--- config.mk ---
export PLATFORM = sky130hd
export DESIGN_NAME = fetch_unit
export DESIGN_NICKNAME = d
export VERILOG_FILES = /design/src/rtl/rv32i_pkg.sv /design/src/rtl/fetch_buffer.sv /design/src/rtl/fetch_unit.sv
export SDC_FILE = /design/constraint.sdc
export NUM_CORES = 1
export LEC_CHECK = 0
export CORE_AREA = 2 2 154 156
export CTS_BUF_LIST = sky130_fd_sc_hd__clkbuf_8
export DETAILED_ROUTE_END_ITERATION = 16
export DIE_AREA = 0 0 156 158
export PLACE_DENSITY = 0.68
export SLEW_MARGIN = 20
export SYNTH_ARGS = -nofsm -noshare
export SYNTH_HDL_FRONTEND = slang
export SYNTH_SLANG_ARGS = --single-unit
--- constraint.sdc ---
create_clock -name clk -period 4.6 [get_ports clk]
set_input_delay 0.92 -clock clk [delete_from_list [all_inputs] [get_ports clk]]
set_output_delay 0.92 -clock clk [all_outputs]
set_load 0.01 [all_outputs]
--- src/rtl/rv32i_pkg.sv ---
// Shared RV32I core definitions: data width, canonical NOP, and the
// {pc, instr} entry type passed from fetch to decode.
package rv32i_pkg;

    localparam int unsigned XLEN = 32;

    localparam logic [XLEN-1:0] INSTR_NOP = 32'h0000_0013;

    typedef struct packed {
        logic [XLEN-1:0] pc;
        logic [XLEN-1:0] instr;
    } fetch_entry_t;

    // Redirect targets are forced onto a word boundary before being fetched.
    function automatic logic [XLEN-1:0] word_align(input logic [XLEN-1:0] addr);
        return {addr[XLEN-1:2], 2'b00};
    endfunction

endpackage

--- src/rtl/fetch_buffer.sv ---
// In-order circular FIFO of fetch entries between instruction memory and decode.
// Flush empties the queue and overrides a same-cycle push.
module fetch_buffer
    import rv32i_pkg::*;
#(
    parameter int unsigned DEPTH = 2,
    parameter int unsigned CW    = $clog2(DEPTH + 1)
) (
    input  logic          clk,
    input  logic          push,
    input  logic          pop,
    input  logic          flush,
    input  fetch_entry_t  din,
    output logic [CW-1:0] count,
    output fetch_entry_t  head
);

    localparam int unsigned PW = (DEPTH > 1) ? $clog2(DEPTH) : 1;

    fetch_entry_t  r_mem [DEPTH];
    logic [PW-1:0] r_rd_ptr;
    logic [PW-1:0] r_wr_ptr;
    logic [CW-1:0] r_count;

    logic w_push;
    logic w_pop;

    function automatic logic [PW-1:0] ptr_inc(input logic [PW-1:0] p);
        return (p == PW'(DEPTH - 1)) ? '0 : p + 1'b1;
    endfunction

    assign w_push = push & ~flush;
    assign w_pop  = pop & ~flush & (r_count != '0);

    always_ff @(posedge clk) begin
        if (w_push) begin
            r_mem[r_wr_ptr] <= din;
        end
    end

    always_ff @(posedge clk) begin
        if (flush) begin
            r_rd_ptr <= '0;
            r_wr_ptr <= '0;
            r_count  <= '0;
        end else begin
            if (w_push) begin
                r_wr_ptr <= ptr_inc(r_wr_ptr);
            end
            if (w_pop) begin
                r_rd_ptr <= ptr_inc(r_rd_ptr);
            end
            case ({w_push, w_pop})
                2'b10:   r_count <= r_count + 1'b1;
                2'b01:   r_count <= r_count - 1'b1;
                default: r_count <= r_count;
            endcase
        end
    end

    // An empty queue presents an all-zero entry so idle outputs are deterministic.
    assign head  = (r_count != '0) ? r_mem[r_rd_ptr] : '0;
    assign count = r_count;

    a_no_overflow: assert property (@(posedge clk) !(push && !flush && (r_count == CW'(DEPTH))))
        else $error("fetch_buffer: push while full");

endmodule

--- src/rtl/fetch_unit.sv ---
// RV32I instruction-fetch front end: owns the PC, tracks the one-cycle memory
// read in flight, and queues {pc, instr} entries for decode.
module fetch_unit
    import rv32i_pkg::*;
#(
    parameter logic [31:0] RESET_PC  = 32'h0000_0000,
    parameter int unsigned BUF_DEPTH = 2
) (
    input  logic        clk,
    input  logic        reset,
    input  logic        redirect_valid,
    input  logic [31:0] redirect_pc,
    output logic [31:0] imem_pc,
    input  logic [31:0] imem_instruction,
    output logic        if_valid,
    input  logic        if_ready,
    output logic [31:0] if_pc,
    output logic [31:0] if_instr,
    output logic        misalign_err
);

    localparam int unsigned CW = $clog2(BUF_DEPTH + 1);
    localparam int unsigned OW = CW + 2;

    logic [XLEN-1:0] r_fetch_pc;
    logic [XLEN-1:0] r_inflight_pc;
    logic            r_inflight_valid;
    logic            r_misalign_err;

    logic [CW-1:0]   w_count;
    logic [OW-1:0]   w_occupancy;
    logic            w_pop;
    logic            w_issue;
    logic            w_flush;
    fetch_entry_t    w_push_entry;
    fetch_entry_t    w_head;

    assign w_pop = if_valid & if_ready;

    // Slots already promised after this edge: buffered + in flight - leaving.
    // Issuing only while this is below depth guarantees every response has room.
    assign w_occupancy = OW'(w_count) + OW'(r_inflight_valid) - OW'(w_pop);
    assign w_issue     = ~r_misalign_err & ~redirect_valid & (w_occupancy < OW'(BUF_DEPTH));

    always_ff @(posedge clk) begin
        if (reset) begin
            r_fetch_pc       <= RESET_PC;
            r_inflight_valid <= 1'b0;
            r_inflight_pc    <= '0;
            r_misalign_err   <= 1'b0;
        end else if (redirect_valid) begin
            r_fetch_pc       <= word_align(redirect_pc);
            r_inflight_valid <= 1'b0;
            r_misalign_err   <= |redirect_pc[1:0];
        end else if (w_issue) begin
            r_fetch_pc       <= r_fetch_pc + 32'd4;
            r_inflight_valid <= 1'b1;
            r_inflight_pc    <= r_fetch_pc;
        end else begin
            r_inflight_valid <= 1'b0;
        end
    end

    assign w_flush      = reset | redirect_valid;
    assign w_push_entry = '{pc: r_inflight_pc, instr: imem_instruction};

    fetch_buffer #(
        .DEPTH (BUF_DEPTH),
        .CW    (CW)
    ) u_fetch_buffer (
        .clk   (clk),
        .push  (r_inflight_valid),
        .pop   (w_pop),
        .flush (w_flush),
        .din   (w_push_entry),
        .count (w_count),
        .head  (w_head)
    );

    assign imem_pc      = r_fetch_pc;
    assign if_valid     = (w_count != '0) & ~redirect_valid;
    assign if_pc        = w_head.pc;
    assign if_instr     = w_head.instr;
    assign misalign_err = r_misalign_err;

endmodule

==> results.txt <==
- The flow ran to the end, and the final reports show no timing, DRC or antenna violations.
* Share of synthesized area spent on multiplexers: 8.14%
- Unrepaired setup endpoints after global routing: false
- Worst vdd rail ir drop: 0.144 mV
* Yosys cell types: 54
* Switching power summed over all nets: 827 µW
- Gpl congestion: 0.838
- The Yosys step of the flow raised 0 warnings.
- Critical-path maximum fanout: 21
- Critical-path cell with the highest stage delay: o311a_2
* Share of flip-flops with an asynchronous set or reset after synthesis: 0%
- Number of antenna violations at the first check in global routing: 0
- Placed wire-length estimate: 12800 µm
* Share of the synthesized netlist area taken by xor and xnor gates: 0.998%
- Net Sw Frac: 25.7%
- Synthesized-area fraction occupied by adder cells: 0.887%
- The die is 158 µm tall.
- Placed instance area: 0.00985 mm²
- Summing every instance area after synthesis gives 0.00790 mm².
- Final non-filler cell area: 0.0102 mm²
* Top routing layer in use: met4
- Timing would allow up to 258 MHz.
- Multi-input combinational cell area: 0.00263 mm²
* Fraction of final layout cells with drive strength greater than 1: 7.46%
* Combinational power share: 7.7%
- Entering global routing, the biggest net connects 64 pins.
- Worst Setup Path Type: primary input to flip-flop
- Final routed wire length divided by cell count: 16.7 µm
- For this run, design rule violations remaining after detail routing come to 0.
* Total of max-cap violations: 0
* Number of gates given a new drive strength after cts: 0
- In this run the remaining antenna-violating nets after routing total 0.
- STA classifies the critical path startpoint as a primary input.
- After synthesis, the largest family of logic cells by area is simple AND/OR/NAND/NOR gates.
- The share of synthesized area in the top cell type comes to 47.2%.
- In this run the count of I/O pins placed on the die edge is 166.
- Aggregate routed wire length: 18900 µm
- The die covers 0.0246 mm².
- At the end of the flow the core is filled with cells to 44.4%.
* Largest buffer count on any clock path: 2
- Total via count after detailed routing: 5726
- The filler cells instantiated in the layout total 2160.
- Simple logic cell fraction of the synthesized area: 14.3%
- edfxtp_1 takes more of the synthesized area than any other cell.
- Number of buffers inserted by port buffering: 161
* Area growth from synthesis to layout: 29.6%
- Final hold analysis gives a worst-case slack of 460 ps.
- Clock tree from TritonCTS: built
* Clock latency on the worst-skew pair: 470 ps
- CP Data Arrival Time: 4230 ps
- The count of pins over their slew limit is 0.
* Most frequent cell after synthesis: edfxtp_1
- Floorplan row count: 56
* CTS H-Tree Depth: 4
- Summing the areas of all compound-gate instances in the mapped netlist gives 8.35% of the synthesized area.
* Number of standard cells after synthesis: 680
* Routed met3 length: 1350 µm
- Global routing used 15.4% of the available tracks.
- Counting every sink on the clock net gives 191.
- Core region area: 0.0231 mm²
- Type of the tightest min-delay check: flip-flop to flip-flop
* Seq pwr share: 59.2%
* Pint: 2.39 mW
- Clk Tree Root Cell: clkbuf_8
- Final setup fails: 0
- Endpoint type of the worst setup path: flip-flop
* Number of flops mapped to enable cells by yosys: 124
- #FFs+latches synth: 191
- Effective utilization at floorplan: 34.3%
- Summed over all cells, the static leakage comes to 3.16 nW.
* Number of global-route vias before repair: 5355
* Number of hold violations in the final report: 0
- Count of antenna diodes in the layout: 0
* List of cells traversed by the critical path: clkdlybuf4s50_1 -> o21ai_0 -> nor2_1 -> ha_1 -> nor2b_1 -> fa_1 -> nor3_1 -> o311a_2 -> buf_4 -> nor3_1 -> a2111oi_0
- The largest single stage delay on the critical path is 590 ps.
- TritonCTS buffer count: 17
- Slew headroom: 38.4%
- Skew final: 17.3 ps
* DRC marker count from the first detailed-route iteration: 443
- Setup total negative slack on the finished layout was measured at 0 ps.
- Post-detailed-route via-to-cell ratio: 5.04
- Period Utilization, post-route: 84.3%
- For the worst setup path, the data required time is 4960 ps.
* Main synth FF type: edfxtp_1
- Across the whole layout, storage elements account for 0.00507 mm².
* Pwr per Cell Area: 314 mW/mm²
* Clock network fraction of total power: 33.1%
- Most common cell on crit path: nor3_1
* Overflow left after global routing: 0
- Total setup buffers inserted after CTS: 0
- The first global-routing pass estimated 29400 µm of wire.
- From left edge to right edge, the die measures 156 µm.
- After detailed routing, the met2 layer carries 8590 µm of wire.
- # hold bufs at CTS: 0
- Before antenna repair, the detailed router went through 6 iterations.
- Worst slew pin tran: 916 ps
* Detailed-route wire length on metal 1: 8700 µm
- Cells taking the most area after synthesis: edfxtp_1 (47%), dfxtp_1 (17%), mux2i_1 (7.9%), nor2_1 (4.2%), nand2_1 (3.9%)
- The commonest cells after synthesis are edfxtp_1 (124), nor2_1 (88), nand2_1 (82).
- In this run the mean area of a mapped cell was 11.6 µm².
- Layout net count: 905
- Counting I/O delays and the setup requirement, the final critical path takes 3880 ps.
* Worst-path clk slew: 110 ps
* Portion of the post-synthesis area used by sequential elements: 64.1%
-- power groups by stage --
stage / logic [mW] / clock network (mW) / registers [mW]
after floorplan: 0.108 / 0 / 1.93
after global placement: 0.241 / 0 / 1.94
after detailed placement: 0.246 / 0 / 1.94
after CTS: 0.247 / 1.10 / 1.90
after global routing: 0.268 / 1.17 / 1.91
final: 0.246 / 1.06 / 1.90
-- area by class of cell --
| class | instances | share of cell area (%) |
|---|---|---|
| flip-flops and latches | 191 | 49.5 |
| inverters | 10 | 0.367 |
| repair buffers | 176 | 17.0 |
| well taps | 290 | 3.55 |
| clock inverters | 15 | 1.50 |
| multi-input cells | 436 | 25.7 |
| clock buffers | 17 | 2.29 |
-- logic make-up after synthesis --
family	Yosys count
other	1
XOR/XNOR	9
flip-flops	191
buffers and inverters	56
adder cells (fa/ha/maj)	5
AO/OA/AOI/OAI	114
AND/OR/NAND/NOR	240
multiplexers	64
-- sequential cells by signal (all words and copies together), names as in the netlist, named ones only --
name                     cells
imem_pc                     30
misalign_err                 1
r_inflight_pc               30
r_inflight_valid             1
u_fetch_buffer.count         2
u_fetch_buffer.r_mem       124
u_fetch_buffer.r_rd_ptr      1
u_fetch_buffer.r_wr_ptr      1
-- through the flow --
step / cells / setup WS (ps) / total power [mW]
finish: 1135 / 723 / 3.21
floorplan: 683 / 216 / 2.04
detailed placement: 1103 / 249 / 2.19
global route: 1135 / 514 / 3.35
global placement: 1103 / 404 / 2.18
CTS: 1135 / 777 / 3.25
-- critical path: cells and delay by family --
| family | cells | cell delay, ps |
|---|---|---|
| compound gates | 3 | 1110 |
| fa+ha+maj | 2 | 720 |
| simple gates | 4 | 810 |
| buf+inv | 2 | 680 |
-- cells in the final DEF (no fill, tap or decap), types with 3 or more instances in the layout --
master and count:
nand4_1 14, ha_1 4, nand2_1 82, inv_8 3, and2_1 5, buf_4 13, nor4_1 5, o21ai_0 17
or3_1 5, nor2_1 86, dfxtp_1 66, xor2_1 6, o22ai_1 4, clkinv_8 3, inv_1 10, nor3_1 7
a21oi_1 59, edfxtp_1 124, a31oi_1 14, conb_1 4, a32oi_1 6, nand3_1 10, clkdlybuf4s50_1 160, xnor2_1 3
inv_6 4, clkbuf_8 17, mux2i_1 62
-- per-layer routing --
metal	GRT usage, %	vias to the layer above
met5	0	-
met4	5.16	0
met3	3.86	18
met2	24.0	226
met1	21.2	2709
li1	-	2773
-- worst paths after layout --
check                                from                          end  slack, ps  cells past startpoint
setup / recovery                 if_ready                   imem_pc[2]        720                     11
hold / removal          r_inflight_pc[25]  u_fetch_buffer.r_mem[1][57]        460                      0
setup reg to reg  u_fetch_buffer.count[1]                   imem_pc[2]        950                     10
hold reg to reg         r_inflight_pc[25]  u_fetch_buffer.r_mem[1][57]        460                      0
Power figures use the tool's default switching activity.
